$ cat src/rtl/fft_pkg.sv
// Shared types for the inverse-FFT datapath: packed complex words and Q1.15 twiddle constants.
// No logic; latency and backpressure are properties of the modules that import this.
// Real half lives in the upper bits, imaginary half in the lower bits.
package fft_pkg;

    localparam int WIDTH = 32;
    localparam int HALF  = WIDTH / 2;

    localparam logic signed [HALF-1:0] ONE     = 16'sh7FFF;
    localparam logic signed [HALF-1:0] NEG_ONE = 16'sh8000;

    typedef struct packed {
        logic signed [HALF-1:0] re;
        logic signed [HALF-1:0] im;
    } cplx_t;

    function automatic cplx_t unpack_cplx(input logic [WIDTH-1:0] word);
        return cplx_t'(word);
    endfunction

    function automatic logic [WIDTH-1:0] pack_cplx(input cplx_t c);
        return WIDTH'(c);
    endfunction

endpackage

$ cat src/rtl/cmul_conj.sv
// conj(w)*d in Q1.15, truncated back to HALF bits per component, with a wrap flag.
// Purely combinational, zero latency.
// No handshake; the enclosing pipeline owns flow control.
module cmul_conj
    import fft_pkg::*;
(
    input  cplx_t w,
    input  cplx_t d,
    output cplx_t b,
    output logic  ovf
);

    logic signed [WIDTH-1:0] p_rr, p_ii, p_ri, p_ir;
    logic signed [WIDTH:0]   s_re, s_im;
    logic                    ovf_re, ovf_im;
    logic                    unused_lsb;

    always_comb begin
        p_rr = WIDTH'(w.re) * WIDTH'(d.re);
        p_ii = WIDTH'(w.im) * WIDTH'(d.im);
        p_ri = WIDTH'(w.re) * WIDTH'(d.im);
        p_ir = WIDTH'(w.im) * WIDTH'(d.re);
        s_re = (WIDTH+1)'(p_rr) + (WIDTH+1)'(p_ii);
        s_im = (WIDTH+1)'(p_ri) - (WIDTH+1)'(p_ir);
        b.re = s_re[WIDTH-2:HALF-1];
        b.im = s_im[WIDTH-2:HALF-1];
        // Top three bits must agree for the kept window to hold the true value.
        ovf_re = !((&s_re[WIDTH:WIDTH-2]) || !(|s_re[WIDTH:WIDTH-2]));
        ovf_im = !((&s_im[WIDTH:WIDTH-2]) || !(|s_im[WIDTH:WIDTH-2]));
        ovf    = ovf_re || ovf_im;
    end

    assign unused_lsb = ^{s_re[HALF-2:0], s_im[HALF-2:0]};

endmodule

$ cat src/rtl/inverse_butterfly_unit.sv
// Radix-2 inverse butterfly: A = (X+Y)/2, B = conj(W)*(X-Y)/2, packed complex in and out.
// Latency 3 registered stages, counting the accepting edge; one beat per cycle.
// Single global stall: every stage holds while the output is valid and not taken; in_ready mirrors it.
module inverse_butterfly_unit
    import fft_pkg::*;
#(
    parameter int WIDTH = fft_pkg::WIDTH
) (
    input  logic             clk,
    input  logic             rst,
    input  logic             in_valid,
    output logic             in_ready,
    input  logic [WIDTH-1:0] X,
    input  logic [WIDTH-1:0] Y,
    input  logic [WIDTH-1:0] W,
    output logic             out_valid,
    input  logic             out_ready,
    output logic [WIDTH-1:0] A,
    output logic [WIDTH-1:0] B,
    output logic             ovf
);

    cplx_t             x_c, y_c, w_c, a_c, d_c;
    logic signed [HALF:0] s_re, s_im, t_re, t_im;
    logic              unused_lsb;
    logic              advance;

    logic              v1, v2;
    cplx_t             a1, d1, w1;
    cplx_t             a2, b2, b_c;
    logic              ovf2, ovf_c;

    assign advance  = !out_valid || out_ready;
    assign in_ready = advance;

    always_comb begin
        x_c  = unpack_cplx(X);
        y_c  = unpack_cplx(Y);
        w_c  = unpack_cplx(W);
        s_re = (HALF+1)'(x_c.re) + (HALF+1)'(y_c.re);
        s_im = (HALF+1)'(x_c.im) + (HALF+1)'(y_c.im);
        t_re = (HALF+1)'(x_c.re) - (HALF+1)'(y_c.re);
        t_im = (HALF+1)'(x_c.im) - (HALF+1)'(y_c.im);
        // Dropping the LSB of the H+1 bit result is an arithmetic shift (floor) that always fits.
        a_c.re = s_re[HALF:1];
        a_c.im = s_im[HALF:1];
        d_c.re = t_re[HALF:1];
        d_c.im = t_im[HALF:1];
    end

    assign unused_lsb = s_re[0] ^ s_im[0] ^ t_re[0] ^ t_im[0];

    cmul_conj u_cmul (
        .w   (w1),
        .d   (d1),
        .b   (b_c),
        .ovf (ovf_c)
    );

    always_ff @(posedge clk) begin
        if (rst) begin
            v1        <= 1'b0;
            v2        <= 1'b0;
            out_valid <= 1'b0;
            a1        <= '0;
            d1        <= '0;
            w1        <= '0;
            a2        <= '0;
            b2        <= '0;
            ovf2      <= 1'b0;
            A         <= '0;
            B         <= '0;
            ovf       <= 1'b0;
        end else if (advance) begin
            v1 <= in_valid;
            if (in_valid) begin
                a1 <= a_c;
                d1 <= d_c;
                w1 <= w_c;
            end
            v2        <= v1;
            a2        <= a1;
            b2        <= b_c;
            ovf2      <= ovf_c;
            out_valid <= v2;
            A         <= pack_cplx(a2);
            B         <= pack_cplx(b2);
            ovf       <= ovf2;
        end
    end

endmodule

$ cat config.mk
export PLATFORM = sky130hd
export DESIGN_NAME = inverse_butterfly_unit
export DESIGN_NICKNAME = d
export VERILOG_FILES = /design/src/rtl/fft_pkg.sv /design/src/rtl/cmul_conj.sv /design/src/rtl/inverse_butterfly_unit.sv
export SDC_FILE = /design/constraint.sdc
export NUM_CORES = 2
export LEC_CHECK = 0
export ABC_AREA = 1
export CORE_MARGIN = 2
export CORE_UTILIZATION = 50
export DETAILED_ROUTE_END_ITERATION = 10
export DONT_BUFFER_PORTS = 1
export SYNTH_ARGS = -nofsm -noshare
export SYNTH_HDL_FRONTEND = slang
export SYNTH_SLANG_ARGS = --single-unit
$ cat constraint.sdc
create_clock -name clk -period 12.4 [get_ports clk]
set_clock_uncertainty 0.1 [all_clocks]
set_input_delay 3.72 -clock clk [delete_from_list [all_inputs] [get_ports clk]]
set_output_delay 3.72 -clock clk [all_outputs]
set_load 0.02 [all_outputs]
# After elaboration in Yosys (flattened, before gate mapping)
# Cells that the tools add are included.
# Widths: inputs -> output; s select.
totals:
  input_bits: 100
  register_bits: 229
classes:
  multipliers: 4
  add_sub_neg: 6
  n_reduce_logical: 14
ops:
  columns: ["operator", "count"]
  rows:
  - ["$mul 16x16->32", 4]
  - ["$add 16x16->17", 2]
  - ["$sub 16x16->17", 2]
  - ["$add 32x32->33", 1]
  - ["$sub 32x32->33", 1]
  - ["$reduce_and 3->1", 2]
  - ["$reduce_or 3->1", 2]
  - ["$logic_not 1->1", 5]
  - ["$logic_or 1x1->1", 4]
  - ["$reduce_and 2->1", 1]

# Logic depth before layout (Yosys ltp)
depth:
  depth_word: 7
  mapped_depth: 36

# Modules after synthesis
# Synthesis repeated with hierarchy kept, for this count alone.
unflattened:
  hier_cells: 6976
  hier_area_um2: 53582.6
modules_own_cells:
  columns: ["module", "area_per_inst_um2", "n_inst", "cells_per_inst"]
  rows:
  - ["cmul_conj", 41618.7, 1, 5151]
  - ["inverse_butterfly_unit", 11964.0, 1, 1825]

# Worst setup path before layout
# No wires, ideal clock.
synth_path:
  path_type: "input to output"
  from: "input out_ready"
  to: "output in_ready"
  path_slack_ps: 4097
  required_ps: 8580
  cell_stages: 4
  arrival_ps: 4483
  cell_sequence: "nor2_1 -> inv_1 -> clkbuf_1 -> clkbuf_1"
synth_via:
  elab_chain_len: 1
synth_lines:
  columns: ["element", "line", "rtl"]
  rows:
  - ["start, declared", "inverse_butterfly_unit.sv:17", "input logic out_ready,"]
  - ["$logic_or 1x1->1", "inverse_butterfly_unit.sv:33", "assign advance = !out_valid || out_ready;"]
  - ["end, declared", "inverse_butterfly_unit.sv:12", "output logic in_ready,"]
# No other way between the ends.

# Final worst setup path
layout_path:
  from: "register w1[15] (netlist name)"
  to: "register b2[27] (netlist name)"
layout_via:
  elab_chain_len: 2
layout_lines:
  columns: ["element", "line", "rtl"]
  rows:
  - ["start, declared", "inverse_butterfly_unit.sv:29", "cplx_t a1, d1, w1;"]
  - ["start signal, assigned", "inverse_butterfly_unit.sv:79", "w1 <= w_c;"]
  - ["$mul 16x16->32", "cmul_conj.sv:20", "p_ii = WIDTH'(w.im) * WIDTH'(d.im);"]
  - ["$add 32x32->33", "cmul_conj.sv:23", "s_re = (WIDTH+1)'(p_rr) + (WIDTH+1)'(p_ii);"]
  - ["end signal, assigned", "inverse_butterfly_unit.sv:69", "b2 <= '0;"]
  - ["end signal, assigned", "inverse_butterfly_unit.sv:83", "b2 <= b_c;"]
  - ["end, declared", "inverse_butterfly_unit.sv:30", "cplx_t a2, b2, b_c;"]
# No other way between the ends.
# A chain may end at the register's enable or synchronous reset.

==> summary.txt <==
Placement
  • Gpl congestion: 1.00
  • Post-DP HPWL: ~120,000 µm
  • # port buffers: 0

Floorplanning
  • Boundary Pins: 167
  • Die height: 328 µm
  • Starting Density: 0.506
  • DIE WIDTH: about 330 µm
  • Row count: between 100 and 150
  • Core area: slightly above 100,000 µm²
  • Die area: approximately 110,000 µm²

Route
  • Routed WL: 150,000 µm
  • Starting DRT DRC Count: approximately 2,800
  • Top Layer Used: met5
  • Avg Vias per Cell: slightly above 5
  • Met2 wire length: just over 70,000 µm
  • WL met3: ~9400 µm
  • M1 WL: around 63,000 µm
  • Avg WL per Cell: around 19 µm
  • Final ANT Viol Nets: 0
  • Drt first pass iters: 5
  • DRC: 0
  • Routed via count: 39,499

Logic synthesis
  • Post-Synthesis Cell Area: roughly 53,000 µm²
  • Fraction of registers with async set/reset: 0
  • FF+latch count, synth: between 200 and 250
  • Post-synth top area share: 0.448
  • Synthesis Warnings: 0
  • Post-Synth XOR/XNOR Area: 0.0113
  • Synth area leader: fa_1
  • Compound-cell area share of the yosys netlist: 0.0553
  • Syn nets: approximately 8,300
  • Number of flops mapped to enable cells by yosys: 0
  • Largest cells by area after synthesis: fa_1 45%, inv_1 14%, nand2_1 9.3%
  • Mean area per synthesized cell: 7.90 µm²
  • Synth Area in Simple Gates: 0.145
  • Post-synthesis cell type count: 46
  • Register area share after synthesis: 0.0871
  • Synth Flop Type: dfxtp_1
  • Proportion of synthesized area in mux cells: 0
  • Syn Inst Count: roughly 6,700
  • Post-synthesis adder-cell area fraction: 0.534
  • Largest family of logic cells by synthesized area: adder cells

Final layout
  • FILL cells: slightly above 10,000
  • Fin util: 0.526
  • # nets final: approximately 8,100
  • Most frequent cells in the layout: 2,008 x inv_1, 1,307 x nand2_1, 1,176 x fa_1
  • Area Overhead vs Synth: 3.91%
  • Ratio of cells with drive above 1 in the final layout: 0.0247
  • Most common cell after layout, fill and taps aside: inv_1

Clock tree
  • Cts bufs inserted: 30
  • Clk slew on worst S/H paths: approximately 70 ps
  • CTS H-tree depth: 1
  • CTS tree: yes
  • Worst-Skew Late Latency: 610 ps
  • Clock root buffer master: clkbuf_16
  • CTS Hold Buffers Added: 0
  • Post-CTS setup buffer count: 0
  • CTS Buffer Depth: 3
  • Number of clock sinks: ~230
  • Post_cts resized: 0

STA
  • Setup TNS Final: 0 ps
  • Slew @ Worst Pin: between 1000 and 1500 ps
  • Period utilisation layout: 0.673
  • Min Hold Slack: between 300 and 400 ps
  • Final hold vios: 0
  • Max Slew Vio Count: 0
  • Setup violators final: 0
  • RSZ-0062 raised after global routing: false
  • Tmin final: 8350 ps
  • Fmax: 0.120 GHz
  • Slew margin rel.: 0.320

Global route
  • First-pass GRT wire length: roughly 240,000 µm
  • Vias in the first global route: 41,720
  • Grt ovf: 0
  • Pin count of the biggest net entering global routing: 126
  • Gr usage total: 0.291
  • Initial antenna violation count: 3

Worst hold path
  • Hold crit path type: flip-flop to flip-flop

Status
  • Status: complete, no violations

Job
  • Max cap viols: 0

Setup path
  • Worst-path maximum fanout: 25
  • Crit. End Element: flip-flop
  • CP required: approximately 13,000 ps
  • Crit Path Class: flip-flop to flip-flop
  • CP startpoint kind: flip-flop
  • Arrival time of the worst setup path: 8700 ps
## sequential cells by signal (all words and copies together), names as in the netlist
| signal | count |
|---|---|
| v2 | 1 |
| v1 | 1 |
| B | 32 |
| a1 | 32 |
| b2 | 32 |
| d1 | 32 |
| w1 | 32 |
| ovf2 | 1 |
| a2 | 32 |
| ovf | 1 |
| out_valid | 1 |
| A | 32 |
## final cells by class
cell class / count / area (µm²) / area share
diodes: 2 / 5.00 / 0.0000916
clock buffers: 43 / 891 / 0.0163
clock inverters: 10 / 130 / 0.00238
inverters: 2012 / 7560 / 0.138
multi-input cells: 4078 / 39200 / 0.717
flip-flops and latches: 229 / 4580 / 0.0839
well taps: 1380 / 1730 / 0.0316
repair buffers: 75 / 563 / 0.0103
## metrics by stage
| step | cells | instance area, µm² | worst slack, ps |
|---|---|---|---|
| 2_1_floorplan | 6656 | 52600 | 4100 |
| 3_3_place_gp | 7774 | 53600 | 4140 |
| 3_5_place_dp | 7774 | 53600 | 4130 |
| 4_1_cts | 7827 | 54700 | 4060 |
| 5_1_grt | 7828 | 54700 | 3510 |
| 6_report | 7829 | 54700 | 4050 |
## per-layer routing
| layer | vias to the layer above | GRT usage |
|---|---|---|
| met5 | - | 0 |
| met4 | 2 | 0.0837 |
| met3 | 175 | 0.0348 |
| met2 | 1122 | 0.487 |
| met1 | 19835 | 0.397 |
| li1 | 18365 | - |
## kinds of logic (layout without fill, tap and decap cells)
group | Yosys count | in the layout
other cells | 0 | 2
buf+inv | 2349 | 2140
fa+ha+maj | 1538 | 1538
simple gates | 1943 | 1943
xor+xnor | 68 | 68
flops | 229 | 229
compound gates | 529 | 529
## critical path, cell delays in order (launching register included)
cell     delay (ps)
dfxtp_1         520
buf_4           400
nand2_1         280
inv_1           600
fa_1            550
fa_1            510
inv_1            50
fa_1            470
inv_1            50
fa_1            480
fa_1            590
fa_1            450
fa_1            490
inv_1            50
fa_1            520
inv_1            50
ha_1            340
nand2_1         140
o21ai_0         300
a21oi_1         150
o21ai_1         250
nand2_1         130
nand3_1          90
nand2_1          50
nor2_1          460
nor2_1           70
## final timing paths
kind / from / end / slack, ps / cells past startpoint
worst max-delay path: w1[15]$_SDFFE_PP0P_ / b2[27]$_SDFFE_PP0N_ / 4050 / 25
worst min register to register: v1$_SDFFE_PP0N_ / v1$_SDFFE_PP0N_ / 350 / 2
worst min-delay path: v1$_SDFFE_PP0N_ / v1$_SDFFE_PP0N_ / 350 / 2
worst max register to register: w1[15]$_SDFFE_PP0P_ / b2[27]$_SDFFE_PP0N_ / 4050 / 25
## cells in the mapped netlist, drive strengths merged, types with 2 or more instances
| cell type | instances |
|---|---|
| ha | 362 |
| nor4 | 11 |
| xor2 | 51 |
| o221ai | 5 |
| clkbuf | 321 |
| fa | 1176 |
| nand4 | 13 |
| nand2 | 1310 |
| a31oi | 11 |
| o211ai | 29 |
| or2 | 25 |
| nand3b | 7 |
| xnor2 | 17 |
| o21bai | 25 |
| inv | 2012 |
| nor3b | 2 |
| a21boi | 4 |
| o31ai | 7 |
| a211oi | 3 |
| o2111ai | 2 |
| a21o | 11 |
| dfxtp | 229 |
| buf | 16 |
| nand3 | 101 |
| nor2 | 460 |
| o21ai | 276 |
| a21oi | 152 |
| nor3 | 12 |
Power is left out: the tool's default activity adds up to more than one toggle a clock period on the data nets, which glitch-free logic cannot reach.
